File: config.mk
export PLATFORM = sky130hd
export DESIGN_NAME = gb_flash_if
export DESIGN_NICKNAME = d
export VERILOG_FILES = /design/src/rtl/gb_mem_pkg.sv /design/src/rtl/sync_bit.sv /design/src/rtl/gb_flash_if.sv
export SDC_FILE = /design/constraint.sdc
export NUM_CORES = 1
export LEC_CHECK = 0
export ABC_AREA = 1
export BUFFER_PORTS_ARGS = -buffer_cell sky130_fd_sc_hd__buf_4
export CORE_MARGIN = 2
export CORE_UTILIZATION = 51
export CTS_CLUSTER_SIZE = 20
export DETAILED_ROUTE_END_ITERATION = 12
export PLACE_DENSITY = 0.8
export SYNTH_ARGS = -nofsm -noshare
export SYNTH_HDL_FRONTEND = slang
export SYNTH_HIERARCHICAL = 1
export SYNTH_SLANG_ARGS = --single-unit
File: constraint.sdc
create_clock -name clk -period 2.8 [get_ports clk]
set_clock_uncertainty 0.15 [all_clocks]
set_input_delay 0.56 -clock clk [delete_from_list [all_inputs] [get_ports clk]]
set_output_delay 0.56 -clock clk [all_outputs]
set_load 0.05 [all_outputs]
File: src/rtl/gb_mem_pkg.sv
// Shared types and constants for the Game Boy cartridge flash read path.
package gb_mem_pkg;

   localparam int unsigned BANK_W              = 9;
   localparam int unsigned WORD_W              = 22;
   localparam int unsigned DEFAULT_WAIT_CYCLES = 2;

   typedef enum logic [2:0] {
      S_IDLE,
      S_ADDR,
      S_WAIT,
      S_LATCH,
      S_HOLD
   } state_t;

   typedef logic [WORD_W-1:0] word_addr_t;

endpackage

File: src/rtl/sync_bit.sv
// Single-bit synchronizer chain with parameterized depth and asynchronous reset.
module sync_bit #(
   parameter int unsigned STAGES = 2
) (
   input  logic clk,
   input  logic reset,
   input  logic d,
   output logic q
);

   logic [STAGES-1:0] chain;

   always_ff @(posedge clk or posedge reset) begin
      if (reset) chain <= '0;
      else       chain <= {chain[STAGES-2:0], d};
   end

   assign q = chain[STAGES-1];

endmodule

File: src/rtl/gb_flash_if.sv
// Game Boy ROM read bridge to a 16-bit flash, with a one-word cache so the
// odd byte of a just-fetched word is served without a second flash access.
module gb_flash_if
   import gb_mem_pkg::*;
#(
   parameter int unsigned WAIT_CYCLES = DEFAULT_WAIT_CYCLES,
   parameter int unsigned SYNC_STAGES = 2
) (
   input  logic              clk,
   input  logic              reset,
   input  logic              gb_rd,
   input  logic [13:0]       gb_a,
   input  logic [BANK_W-1:0] rom_bank_a,
   output logic [WORD_W-1:0] flash_a,
   input  logic [15:0]       flash_d,
   output logic              flash_ce_b,
   output logic              flash_oe_b,
   output logic              flash_adv_b,
   output logic              flash_we_b,
   output logic [7:0]        gb_din,
   output logic              busy
);

   state_t     state, state_next;
   logic       rd_s, rd_d, rise, hit;
   logic [3:0] cnt;
   word_addr_t new_addr, addr_q, cache_tag;
   logic       sel_q, cache_valid;
   logic [15:0] buffer;

   sync_bit #(.STAGES(SYNC_STAGES)) u_sync_rd (
      .clk   (clk),
      .reset (reset),
      .d     (gb_rd),
      .q     (rd_s)
   );

   assign rise     = rd_s & ~rd_d;
   assign new_addr = {rom_bank_a, gb_a[13:1]};
   assign hit      = cache_valid && (cache_tag == new_addr);

   always_ff @(posedge clk or posedge reset) begin
      if (reset) state <= S_IDLE;
      else       state <= state_next;
   end

   always_comb begin
      state_next = state;
      case (state)
         S_IDLE:  if (rise) state_next = hit ? S_HOLD : S_ADDR;
         S_ADDR:  state_next = S_WAIT;
         S_WAIT:  if (cnt == 4'(WAIT_CYCLES - 1)) state_next = S_LATCH;
         S_LATCH: state_next = S_HOLD;
         S_HOLD:  if (!rd_s) state_next = S_IDLE;
         default: state_next = S_IDLE;
      endcase
   end

   always_comb begin
      flash_ce_b  = 1'b1;
      flash_oe_b  = 1'b1;
      flash_adv_b = 1'b1;
      busy        = 1'b0;
      case (state)
         S_ADDR: begin
            flash_ce_b  = 1'b0;
            flash_adv_b = 1'b0;
            busy        = 1'b1;
         end
         S_WAIT: begin
            flash_ce_b = 1'b0;
            flash_oe_b = 1'b0;
            busy       = 1'b1;
         end
         S_LATCH: begin
            flash_ce_b = 1'b0;
            busy       = 1'b1;
         end
         default: ;
      endcase
   end

   // Edges arriving outside IDLE are dropped because rd_d tracks rd_s every cycle.
   always_ff @(posedge clk or posedge reset) begin
      if (reset) begin
         rd_d        <= 1'b0;
         cnt         <= '0;
         addr_q      <= '0;
         sel_q       <= 1'b0;
         cache_valid <= 1'b0;
         cache_tag   <= '0;
         buffer      <= '1;
      end else begin
         rd_d <= rd_s;
         if (state == S_WAIT) cnt <= cnt + 4'd1;
         else                 cnt <= '0;
         if (state == S_IDLE && rise) begin
            addr_q <= new_addr;
            sel_q  <= gb_a[0];
         end
         if (state == S_LATCH) begin
            buffer      <= flash_d;
            cache_valid <= 1'b1;
            cache_tag   <= addr_q;
         end
      end
   end

   assign flash_a    = addr_q;
   assign flash_we_b = 1'b1;
   assign gb_din     = sel_q ? buffer[15:8] : buffer[7:0];

endmodule

* After elaboration in Yosys (flattened, before gate mapping)
Index checks and enable logic that the tools add are counted. Widths: inputs -> output; s select.
Word-level totals: memory bits (read-only) 0, memories kept 0, latch bits 0, memory bits (writable) 0, bits of input ports 42, logic and storage cells 37, register bits after elaboration 72
Cells by class: $add $sub $neg 1, reductions and logical operators 5, divide/modulo/power cells 0, muxes and demuxes 11, bitwise gates (word level) 2, shifts and indexed selects 0, multipliers 0, equality and inequality tests 9, magnitude comparators 0
Operators by type and width (count):
- $eq 22x22->1 | 1
- $pmux 3 s5 | 1
- $mux 3 | 4
- $mux 8 | 1
- $eq 3x2->1 const B | 2
- $ne 2x2->1 const B | 3
- $add 4x1->4 const B | 1
- $eq 4x1->1 const B | 1
- $mux 1 | 4
- $mux 4 | 1
- $eq 3x1->1 const B | 1
- $eq 3x3->1 const B | 1
- $logic_not 3->1 | 1
- $reduce_and 3->1 | 1
- $reduce_or 3->1 | 1
- $logic_and 1x1->1 | 2
- $and 1x1->1 | 1
- $not 1->1 | 1

* Depth between registers and ports, before layout
Gate-level depths: netlist of the first run.
depth after elaboration 5, depth in mapped cells 10, gate-level depth less buffers 10

* Cells and area by module
The synthesis of the first run kept the hierarchy.
Modules (own cells, without submodules):
- gb_flash_if | times used 1, area each 3164.3 um^2, cells an instance 367, seq. area each 1771.7 um^2
- sync_bit | times used 1, area each 53.8 um^2, cells an instance 3, seq. area each 50.0 um^2

* Worst setup path before layout of the first run
No wires, ideal clock.
path kind register to output, from reg sel_q, to out gb_din[3], required time 2090 ps, path buffers 1, stages on the path, launching flop included 3, path slack 366 ps, data arrival time 1724 ps, cell sequence dfrtp_1 -> clkbuf_1 -> o21ai_0
On the way: cells in the longest elaborated chain, start to end 1
Ends and longest elaborated chain:
- from (decl) | RTL line gb_flash_if.sv:28 | logic sel_q, cache_valid;
- from (signal assigned) | RTL line gb_flash_if.sv:99 | sel_q <= gb_a[0];
- $mux 8 | RTL line gb_flash_if.sv:111 | assign gb_din = sel_q ? buffer[15:8] : buffer[7:0];
- to (decl) | RTL line gb_flash_if.sv:20 | output logic [7:0] gb_din,
No other way between the ends.

* Worst setup path in the final report of the first run
from reg state[2], to out flash_oe_b
On the way: cells in the longest elaborated chain, start to end 2
Ends and longest elaborated chain:
- from (decl) | RTL line gb_flash_if.sv:24 | state_t state, state_next;
- from (signal assigned) | RTL line gb_flash_if.sv:44 | else state <= state_next;
- $eq 3x2->1 | RTL line gb_flash_if.sv:64 | case (state)
- $mux 1 | RTL line gb_flash_if.sv:64
- to (decl) | RTL line gb_flash_if.sv:17 | output logic flash_oe_b,
No other way between the ends.

==> summary.txt, run 1 <==
Pwr
  – P_leak: between 2 and 2.5 nW
  – Pint: 2.872 mW
  – Worst vdd ir: roughly 840 uV
  – Net Sw Power: about 2.5 mW
  – Pwr Density: around 1300 nW/um^2
  – Logic gate share of total power: 50.3%
  – Switching Share: a little under half
  – Part of the power in registers: between 30% and 40%
  – Clock Power Share: 14.0%

Cells and area
  – Layout cells sized above 1: 27.81%
  – Synth-to-Final Area Change: 25.31%
  – Final non-filler cell area: ~4000 sq um
  – Final nets: roughly 490
  – Ant. Diodes: 0
  – Fill count: 480

Floorplanning
  – # rows: 28
  – Die area: approximately 7000 sq um
  – Core Area: 6026 sq um
  – I/O Pins: slightly below 80
  – Initial Utilization: about 53%
  – Die Y: between 80 and 90 um
  – Die width: around 83 um

Routing
  – Via density: 4.839
  – Final WL: between 6 and 7 mm
  – Antenna-violating nets left: 0
  – Via count: ~2600
  – Drt first-iter violations: 141
  – Wire per inst: between 10 and 15 um
  – DRT Pass-1 Iters: 7
  – Drc violations: 0

Place
  – DPL Wire Length: ~4.7 mm
  – RD Place Congestion: 0.7974
  – Port Buf Inserts: between 70 and 80
  – DP Area: 3842 sq um

Synthesis
  – Synth top cells by count: nand2_1, dfrtp_1, inv_1, nor2_1, o21ai_0
  – Avg Cell Area, Syn: roughly 8.7 sq um
  – Gate Count Post-Synth: between 300 and 400
  – Synth warn: 6
  – Top cell type's share of synthesized area: 43.55%
  – FFs w/ async S/R, synth: 100.0%
  – Mapped cell area: 3218 sq um
  – Number of synthesized flops with an enable pin: 0
  – Count of cell types in the netlist: 22
  – FF+latch count, synth: 72
  – Top FF cell, synth: dfrtp_1
  – Cell taking the most area after synthesis: dfrtp_1
  – Most common cell in the netlist: nand2_1
  – Syn Nets: between 400 and 500
  – Synth area leaders: dfrtp_1, dfstp_2, nand2_1
  – Register area share after synthesis: a little under three fifths

Global route
  – Global-route met2 utilization: between 30% and 40%
  – GRT busiest layer: met2
  – Total global-route track usage: roughly a fifth
  – GRT overflow: 0
  – Largest net degree at the start of global routing: 42
  – GR Layer Usage met3: 4.175%
  – Global-route wire length before repair: 10.75 mm
  – Initial antenna violation count: 0
  – Number of global-route vias before repair: roughly 2500
  – GR Util met1: a little under a quarter

Setup path
  – CP startpoint kind: flip-flop
  – Critical path peak fanout: 7
  – Critical Path AT: about 1.4 ns
  – Reg-to-reg setup timing slack: ~0.88 ns
  – CP endpoint kind: output pin
  – Setup CP Type: reg -> out
  – R2R depth: 5
  – CP required: about 2.1 ns

Hold path
  – Hold Path Depth: 1
  – Worst hold path type: in -> reg

Clock tree
  – Post-CTS resize count: 0
  – CTS H-tree depth: 3
  – Clock sink count: 72
  – TritonCTS clock tree: done
  – Clk_lat worst skew: between 0.3 and 0.4 ns
  – # hold bufs at CTS: 1
  – Postcts setup bufs: 0
  – Clock-pin slew on the worst setup and hold paths: around 0.060 ns
  – Number of CTS-inserted buffers: 9
  – CTS root buffer: clkbuf_8
  – Clk buf depth: 2

Flow run
  – MaxCap Viol Count: 0

Timing
  – Least-Margin Pin Slew: approximately 0.73 ns
  – Final TNS setup: 0 ns
  – Final Hold Fails: 0
  – Final period utilization: 76.10%
  – Worst slew margin: around half
  – RSZ-0062 raised after global routing: false
  – Setup Viol. Count Final: 0
  – Fmax: ~470 MHz
  – Fin. max-slew vios: 0
  – Min Tclk post-route: between 2 and 2.5 ns

Outcome
  – Outcome: finished, final reports clean
## through the flow
| stage | utilization (%) | power, mW | hold WS (ns) | cells | setup WS, ns |
|---|---|---|---|---|---|
| CTS | 66.92 | 5.396 | 0.1604 | 528 | 0.6532 |
| global placement | 63.77 | 4.551 | 0.1830 | 511 | 0.9561 |
| global route | 66.92 | 5.697 | 0.1630 | 528 | 0.5437 |
| floorplan | - | 3.859 | 0.1512 | 370 | 0.3483 |
| finish | 66.92 | 5.357 | 0.1764 | 528 | 0.6692 |
| detailed placement | 63.77 | 4.644 | 0.1935 | 511 | 0.8929 |
## cell type report
type | count | area, sq um | share of cell area (%)
inverters | 54 | 202.7 | 5.026
flip-flops and latches | 72 | 1822 | 45.18
multi-input cells | 231 | 1131 | 28.05
clock buffers | 16 | 180.2 | 4.468
well taps | 75 | 93.84 | 2.327
repair buffers | 80 | 603.1 | 14.95
## critical path, stage by stage, from the launching register on
cell and delay [ns]:
dfrtp_1 0.41, inv_1 0.11, nand2_1 0.06, nor2_1 0.13, inv_1 0.15, buf_4 0.22
## flip-flops by register name, indices dropped and copies added (netlist names)
name	flops
cnt	4
state	3
rd_d	1
cache_tag	22
buffer	16
flash_a	22
cache_valid	1
u_sync_rd/chain	2
sel_q	1
## path summary, 6_finish.rpt
kind / startpoint / to
worst max register to register: state[1] / flash_a[4]
worst min register to register: u_sync_rd/chain[0] / u_sync_rd/chain[1]
worst min-delay path: gb_rd / u_sync_rd/chain[0]
min in group asynchronous: reset / u_sync_rd/chain[0]
max in group asynchronous: reset / buffer[6]
worst max-delay path: state[2] / flash_oe_b
## kinds of logic (layout without fill, tap and decap cells)
family | Yosys count | in the layout | synth area share, %
compound gates | 61 | 61 | 9.487
flops | 72 | 72 | 56.61
simple gates | 147 | 147 | 17.61
mux | 14 | 14 | 5.366
other cells | 1 | 1 | 0.1165
xor+xnor | 6 | 6 | 1.633
fa+ha+maj | 2 | 2 | 0.7775
buf+inv | 67 | 150 | 8.398
## layout by cell type, fill, tap and decap left out, types with 2 or more instances in the layout
cell type,count
a21oi_1,30
clkbuf_1,4
nand2_1,87
dfstp_2,16
o21ai_0,31
ha_1,2
xnor2_1,4
buf_4,79
xor2_1,2
inv_2,2
clkbuf_8,12
inv_1,52
mux2_2,10
nand3_1,5
mux2_4,4
nor2_1,51
dfrtp_1,56
## metal layers
layer / wire length [um] / vias up / share of wire [%]
met1: 2891 / 1182 / 44
met3: 305 / 10 / 4.7
li1: - / 1296 / -
met4: 103 / 0 / 1.6
met5: 0 / - / 0
met2: 3215 / 67 / 49
## power by group through the flow
stage | logic [mW] | clock network [mW] | registers (mW)
CTS | 2.72 | 0.764 | 1.91
global placement | 2.65 | 0 | 1.90
finish | 2.69 | 0.752 | 1.91
floorplan | 1.47 | 0 | 2.39
detailed placement | 2.72 | 0 | 1.93
global route | 2.92 | 0.807 | 1.97
(Power assumes the default switching activity.)
==> inputs of run 2 (changes only) <==
--- a/config.mk
+++ b/config.mk
@@ -8,10 +8,10 @@
 export ABC_AREA = 1
 export BUFFER_PORTS_ARGS = -buffer_cell sky130_fd_sc_hd__buf_4
 export CORE_MARGIN = 2
-export CORE_UTILIZATION = 51
+export CORE_UTILIZATION = 48
 export CTS_CLUSTER_SIZE = 20
 export DETAILED_ROUTE_END_ITERATION = 12
-export PLACE_DENSITY = 0.8
+export PLACE_DENSITY = 0.79
 export SYNTH_ARGS = -nofsm -noshare
 export SYNTH_HDL_FRONTEND = slang
 export SYNTH_HIERARCHICAL = 1
==> constraint.sdc (replaced) <==
create_clock -name clk -period 1.85 [get_ports clk]
set_clock_uncertainty 0.15 [all_clocks]
set_input_delay 0.37 -clock clk [delete_from_list [all_inputs] [get_ports clk]]
set_output_delay 0.37 -clock clk [all_outputs]
set_load 0.05 [all_outputs]
==> run 2 against run 1 <==
  * The run now ends with design-rule violations left
  * Flip-flop and latch count stayed put
  * Non-clock buffer count up 8
  * Largest power group unchanged
  * Largest cell class unchanged
  * Worst hold slack lost 0.061 ns
  * Via count rose by 2.9%
  * Sequential power is 51% higher
  * Clock power is 37% higher
  * Cell area rose by 2.5%
  * Register-to-register slack lost 0.72 ns
  * Die area grew 5.9%
  * Global-route usage rose by 0.23 points
  * Routed wire length up 5.6%
  * Critical endpoint is now gb_din[5]
==> summary.txt, run 2 (synthesis results as in run 1) <==
Global route
  – Largest net degree at the start of global routing: 38 (was 42)
  – Global-route wire length before repair: 11.17 mm (was 10.75 mm)
  – Number of global-route vias before repair: 2522 (was 2525)
  – GRT overflow: 0 (unchanged)
  – Total global-route track usage: 19.48% (was 19.26%)
  – Initial antenna violation count: 0 (unchanged)

Setup path
  – Critical path peak fanout: 9 (was 7)
  – Buf/Inv on CP: 2 (was 3)
  – R2R depth: 6 (was 5)
  – Most common cell on crit path: buf_4 (was inv_1)
  – CP Depth: 3 (was 5)
  – Slowest stage delay, CP: 0.40 ns (was 0.41 ns)
  – CP required: 1.33 ns (was 2.09 ns)
  – Critical Path AT: 1.29 ns (was 1.42 ns)
  – CP cell instances: buf_4 -> o21ai_0 -> buf_4 (was inv_1 -> nand2_1 -> nor2_1 -> inv_1 -> buf_4)
  – Cell family with most CP delay: flip-flops (was buffers and inverters)
  – CP endpoint kind: output pin (unchanged)
  – Worst path slowest cell: dfrtp_2 (was dfrtp_1)
  – CP startpoint kind: flip-flop (unchanged)
  – Setup CP Type: reg -> out (unchanged)

Cells and area
  – Commonest non-fill, non-tap cells in the layout: nand2_1, buf_4, dfrtp_1, inv_1, nor2_1 (unchanged)
  – Most common cell after layout, fill and taps aside: nand2_1 (unchanged)
  – Final nets: 500 (was 492)
  – Final Core Density: 64.35% (was 66.92%)
  – Fill count: 530 (was 480)
  – Synth-to-Final Area Change: 28.42% (was 25.31%)
  – Ant. Diodes: 0 (unchanged)
  – Layout cells sized above 1: 30.15% (was 27.81%)
  – Final non-filler cell area: 4133 sq um (was 4033 sq um)

Routing
  – DRT Pass-1 Iters: 9 (was 7)
  – Via count: 2629 (was 2555)
  – Via density: 4.887 (was 4.839)
  – Routed wl met3: 305 um (unchanged)
  – Wire per inst: 12.79 um (was 12.34 um)
  – Met1 Wirelength: 2.929 mm (was 2.891 mm)
  – Met2 WL post-DR: 3.532 mm (was 3.215 mm)
  – Top Layer Used: met4 (unchanged)
  – Antenna-violating nets left: 0 (unchanged)
  – Final WL: 6.882 mm (was 6.516 mm)
  – Drc violations: 5 (was 0)
  – Drt first-iter violations: 163 (was 141)

Hold path
  – Hold Path Depth: 2 (was 1)
  – Worst hold path type: in -> reg (unchanged)

Pwr
  – Net Sw Power: 3.871 mW (was 2.485 mW)
  – Logic gate share of total power: 52.6% (was 50.3%)
  – Part of the power in registers: 35.0% (was 35.7%)
  – Pint: 4.401 mW (was 2.872 mW)
  – Pwr Density: 2001 nW/um^2 (was 1328 nW/um^2)
  – P_leak: 2.209 nW (was 2.171 nW)
  – Switching Share: 46.80% (was 46.39%)
  – Clock Power Share: 12.4% (was 14.0%)
  – Worst vdd ir: 1007 uV (was 843.7 uV)

Timing
  – Hold WS: 0.1153 ns (was 0.1764 ns)
  – Fmax: between 500 and 600 MHz
  – RSZ-0062 raised after global routing: true (was false)
  – Setup Viol. Count Final: 0 (unchanged)
  – Final Hold Fails: 0 (unchanged)
  – Fin. max-slew vios: 0 (unchanged)
  – Worst Setup Slack, final: 0.03842 ns (was 0.6692 ns)
  – Final period utilization: 97.92%
  – Min Tclk post-route: between 1.5 and 2 ns

Clock tree
  – Number of CTS-inserted buffers: 9 (unchanged)
  – CTS root buffer: clkbuf_8 (unchanged)
  – Clock-pin slew on the worst setup and hold paths: 0.07 ns (was 0.06 ns)
  – Clk_lat worst skew: 0.34 ns (about the same)
  – CTS H-tree depth: 3 (unchanged)
  – TritonCTS clock tree: done (unchanged)
  – Clk buf depth: 2 (unchanged)
  – Clock sink count: 72 (unchanged)

Outcome
  – Outcome: finished, violations left (was finished, final reports clean)
  – Failing checks: design-rule violations

Floorplanning
  – Die Y: 85.88 um (was 83.44 um)
  – Initial Utilization: 50.11% (was 53.41%)
  – I/O Pins: 77 (unchanged)
  – Core Area: 6422 sq um (was 6026 sq um)
  – # rows: 29 (was 28)
  – Die area: 7375 sq um (was 6961 sq um)
  – Die width: 85.88 um (was 83.44 um)

Flow run
  – MaxCap Viol Count: 0 (unchanged)

Place
  – Port Buf Inserts: 75 (unchanged)
  – DP Area: 3899 sq um (was 3842 sq um)
  – Post-Place Setup Slack: 0.1696 ns (was 0.8929 ns)
  – DPL Wire Length: 4.999 mm (was 4.747 mm)
  – RD Place Congestion: 0.8202 (was 0.7974)
run 2: changes by cell type in the layout (fill, tap and decap cells not counted), sizes merged:
cell | previous run | this run
inv | 54 | 53
dlygate4sd3 | 1 | 2
clkinvlp | 0 | 1
clkbuf | 16 | 15
buf | 79 | 85
clkinv | 0 | 2
run 2: worst paths after layout:
kind                                    startpoint            endpoint  slack (ns)
worst max-delay path                         sel_q           gb_din[5]        0.04
worst min-delay path                       gb_a[0]               sel_q        0.12
worst max register to register            state[0]          flash_a[7]        0.16
worst min register to register  u_sync_rd/chain[0]  u_sync_rd/chain[1]        0.22
max in group asynchronous                    reset        cache_tag[7]        0.63
min in group asynchronous                    reset  u_sync_rd/chain[0]        0.32
run 2: power groups by stage:
stage                     registers (mW)  logic (mW)  clock network, mW
after floorplan                     3.62        2.23                  0
after detailed placement            2.94        4.16                  0
final                               2.89        4.35               1.03
after global routing                2.99        4.70               1.12
after global placement              2.89        4.07                  0
after CTS                           2.92        4.18               1.04
run 2: layer usage:
layer | vias to the layer above | global-route usage (%)
met5 | - | 0
met1 | 1243 | 23.73
met3 | 11 | 5.197
met2 | 68 | 33.05
met4 | 0 | 7.504
li1 | 1307 | -
run 2: final cells by class:
type                            instances  area, sq um  area share (%)
Sequential cell                        72         1823           44.11
Multi-Input combinational cell        231         1152           27.88
Timing Repair Buffer                   88        701.9           16.98
Inverter                               54        206.4           4.995
Clock buffer                           14        142.6           3.451
Tap cell                               77        96.34           2.331
Clock inverter                          2        10.01          0.2422
run 2: per-stage QoR:
step	instances	TNS [ns]	power (mW)
floorplan	370	-2.520	5.848
global placement	516	0	6.963
detailed placement	516	0	7.104
CTS	534	0	8.142
global route	538	-0.04487	8.811
finish	538	0	8.271
run 2: what timing repair did:
action,CTS,global route
hold buffers,2,0
buffers inserted,0,4
resized for setup,4,14
hold endpoints to repair,3,0
pin swaps,0,1
endpoints found under the setup margin,9,9
==> inputs of run 3 (changes only) <==
--- a/config.mk
+++ b/config.mk
@@ -7,7 +7,7 @@
 export LEC_CHECK = 0
 export ABC_AREA = 1
 export BUFFER_PORTS_ARGS = -buffer_cell sky130_fd_sc_hd__buf_4
-export CORE_MARGIN = 2
+export CORE_MARGIN = 3
 export CORE_UTILIZATION = 48
 export CTS_CLUSTER_SIZE = 20
 export DETAILED_ROUTE_END_ITERATION = 12
==> constraint.sdc (replaced) <==
create_clock -name clk -period 1.63 [get_ports clk]
set_clock_uncertainty 0.15 [all_clocks]
set_input_delay 0.326 -clock clk [delete_from_list [all_inputs] [get_ports clk]]
set_output_delay 0.326 -clock clk [all_outputs]
set_load 0.05 [all_outputs]
==> run 3 against run 2 <==
  * The flow finishes with violations (negative setup slack)
  * First-iteration DRC count fell by 3.7%
  * Non-clock buffer count rose by 18
  * Power rose by 28%
  * Combinational power rose by 35%
  * Sequential power rose by 14%
  * Routed wire length rose by 9.3%
  * Clock-buffer cell count fell by 1
  * Core utilization rose by 5.8 points
  * Critical path type unchanged
  * Largest power group unchanged
  * Highest routed layer unchanged
==> summary.txt, run 3 (synthesis results as in run 1) <==
Outcome
  – Outcome: finished, violations left (unchanged)
  – Failing checks: negative setup slack (was design-rule violations)

Clock tree
  – Clock-pin slew on the worst setup and hold paths: 0.07 ns (about the same)
  – CTS H-tree depth: 3 (unchanged)
  – Number of CTS-inserted buffers: 9 (unchanged)
  – CTS root buffer: clkbuf_8 (unchanged)
  – Clock sink count: 72 (unchanged)
  – TritonCTS clock tree: done (unchanged)
  – Clk_lat worst skew: 0.33 ns (was 0.34 ns)
  – Clk buf depth: 2 (unchanged)

Global route
  – Global-route met2 utilization: 34.66% (was 33.05%)
  – Largest net degree at the start of global routing: 71 (was 38)
  – Global-route wire length before repair: 11.85 mm (was 11.17 mm)
  – Number of global-route vias before repair: 2666 (was 2522)
  – GR Layer Usage met3: 4.704% (was 5.197%)
  – GR Util met1: 23.73% (about the same)
  – Initial antenna violation count: 0 (unchanged)
  – GRT overflow: 0 (unchanged)
  – GRT busiest layer: met2 (unchanged)
  – Total global-route track usage: 19.85% (was 19.48%)

Floorplanning
  – Core Area: 6422 sq um (unchanged)
  – Initial Utilization: 50.11% (unchanged)
  – I/O Pins: 77 (unchanged)
  – Die Y: 87.88 um (was 85.88 um)
  – # rows: 29 (unchanged)
  – Die width: 87.88 um (was 85.88 um)
  – Die area: 7723 sq um (was 7375 sq um)

Timing
  – Fmax: approximately 570 MHz
  – Final Hold Fails: 0 (unchanged)
  – Min Tclk post-route: ~1.7 ns
  – Setup Viol. Count Final: 17 (was 0)
  – Final period utilization: 107.3%
  – Fin. max-slew vios: 0 (unchanged)
  – Worst Setup Slack, final: -0.1190 ns (was 0.03842 ns)
  – RSZ-0062 raised after global routing: true (unchanged)
  – Final TNS setup: -1.093 ns (was 0 ns)

Setup path
  – Critical path peak fanout: 4 (was 9)
  – CP required: 1.15 ns (was 1.33 ns)
  – Worst setup startpoint: state[1] (was sel_q)
  – CP cell instances: nor2_2 -> buf_6 -> nor2_4 -> inv_2 -> buf_8 (was buf_4 -> o21ai_0 -> buf_4)
  – R2R depth: 7 (was 6)
  – Worst path slowest cell: dfrtp_1 (was dfrtp_2)
  – CP startpoint kind: flip-flop (unchanged)
  – RR Startpoint: state[1] (was state[0])
  – Critical Path AT: 1.27 ns (was 1.29 ns)
  – Worst r2r dst: flash_a[2] (was flash_a[7])
  – Reg-to-reg setup timing slack: -0.04 ns (was 0.16 ns)
  – Slowest stage delay, CP: 0.42 ns (was 0.40 ns)
  – Setup CP Type: reg -> out (unchanged)
  – CP endpoint kind: output pin (unchanged)

Place
  – Placed cells: 519 (was 516)
  – RD Place Congestion: 0.7467 (was 0.8202)
  – DP Area: 3951 sq um (was 3899 sq um)
  – Port Buf Inserts: 75 (unchanged)
  – Post-Place Setup Slack: 0.09829 ns (was 0.1696 ns)
  – DPL Wire Length: 4.847 mm (was 4.999 mm)

Routing
  – Final WL: 7.520 mm (was 6.882 mm)
  – Drt first-iter violations: 157 (was 163)
  – Via density: 4.827 (was 4.887)
  – Antenna-violating nets left: 0 (unchanged)
  – Drc violations: 0 (was 5)
  – Wire per inst: 13.53 um (was 12.79 um)
  – DRT Pass-1 Iters: 4 (was 9)
  – Via count: 2684 (was 2629)

Hold path
  – Worst hold path type: in -> reg (unchanged)
  – Hold EP: buffer[11] (was sel_q)
  – Hold Path Origin: flash_d[11] (was gb_a[0])
  – Hold Path Depth: 2 (unchanged)

Cells and area
  – Layout cells sized above 1: 38.00% (was 30.15%)
  – Final Core Density: 70.11% (was 64.35%)
  – Final nets: 518 (was 500)
  – Fill count: 472 (was 530)
  – Ant. Diodes: 0 (unchanged)
  – Synth-to-Final Area Change: 39.93% (was 28.42%)
  – Commonest non-fill, non-tap cells in the layout: buf_4, nand2_1, dfrtp_1, nor2_1, inv_1 (was nand2_1, buf_4, dfrtp_1, inv_1, nor2_1)
  – Final non-filler cell area: 4503 sq um (was 4133 sq um)
  – Finished Layout Cells: 556 (was 538)
  – Most common cell after layout, fill and taps aside: buf_4 (was nand2_1)

Flow run
  – MaxCap Viol Count: 0 (unchanged)

Pwr
  – P_leak: 2.371 nW (was 2.209 nW)
  – Pwr Density: 2345 nW/um^2 (was 2001 nW/um^2)
  – Worst vdd ir: 1196 uV (was 1007 uV)
==> run 3: cell types whose count changed in the layout (fill, tap and decap cells not counted), sizes merged <==
cell / change
bufinv: +1
buf: +17
==> run 3: area by class of cell <==
type	count	area, sq um	share of cell area, %
Tap cell	77	96.34	2.139
Inverter	54	209.0	4.640
Multi-Input combinational cell	231	1222	27.15
Sequential cell	72	1823	40.48
Clock inverter	3	40.04	0.8891
Clock buffer	13	158.9	3.529
Timing Repair Buffer	106	953.4	21.17
==> run 3: repair_timing <==
item | 4_1_cts | 5_1_grt
resized for setup | 44 | 18
pin swaps | 10 | 4
hold endpoints to repair | 57 | 0
hold buffers | 2 | 0
gates cloned | 0 | 2
buffers inserted | 13 | 5
setup endpoints to repair | 12 | 21
==> run 3: power breakdown <==
part | switching, mW | leakage, nW | internal [mW] | total [mW]
Combinational | 3.60 | 1.44 | 2.26 | 5.87
Sequential | 0.541 | 0.830 | 2.75 | 3.30
Clock | 0.609 | 0.103 | 0.787 | 1.40
==> run 3: critical path: cells and delay by family, from the launching register on <==
kind / cells / cell delay, ns
flops: 1 / 0.42
simple gates: 2 / 0.20
buf+inv: 3 / 0.31
==> run 3: how the worst max path moves through the flow <==
| stage | slack [ns] | cells after the start | endpoint |
|---|---|---|---|
| global placement | 0.15 | 6 | flash_a[4] |
| floorplan | -0.57 | 2 | gb_din[3] |
| CTS | -0.08 | 4 | busy |
| detailed placement | 0.1 | 6 | flash_a[2] |
| finish | -0.12 | 5 | flash_ce_b |
| global route | -0.16 | 5 | flash_ce_b |
==> run 3: layer usage <==
layer,up-vias,share of wire (%)
met2,60,53
met3,8,3.8
met4,0,1.3
met5,-,0
met1,1270,42
li1,1346,-
==> run 3: metrics by stage <==
step | power [mW] | hold WS, ns
final | 10.56 | 0.07138
after global routing | 11.19 | 0.05522
after CTS | 10.23 | 0.05444
after detailed placement | 8.176 | 0.05864
after global placement | 7.993 | 0.05668
after floorplan | 6.653 | -0.08282
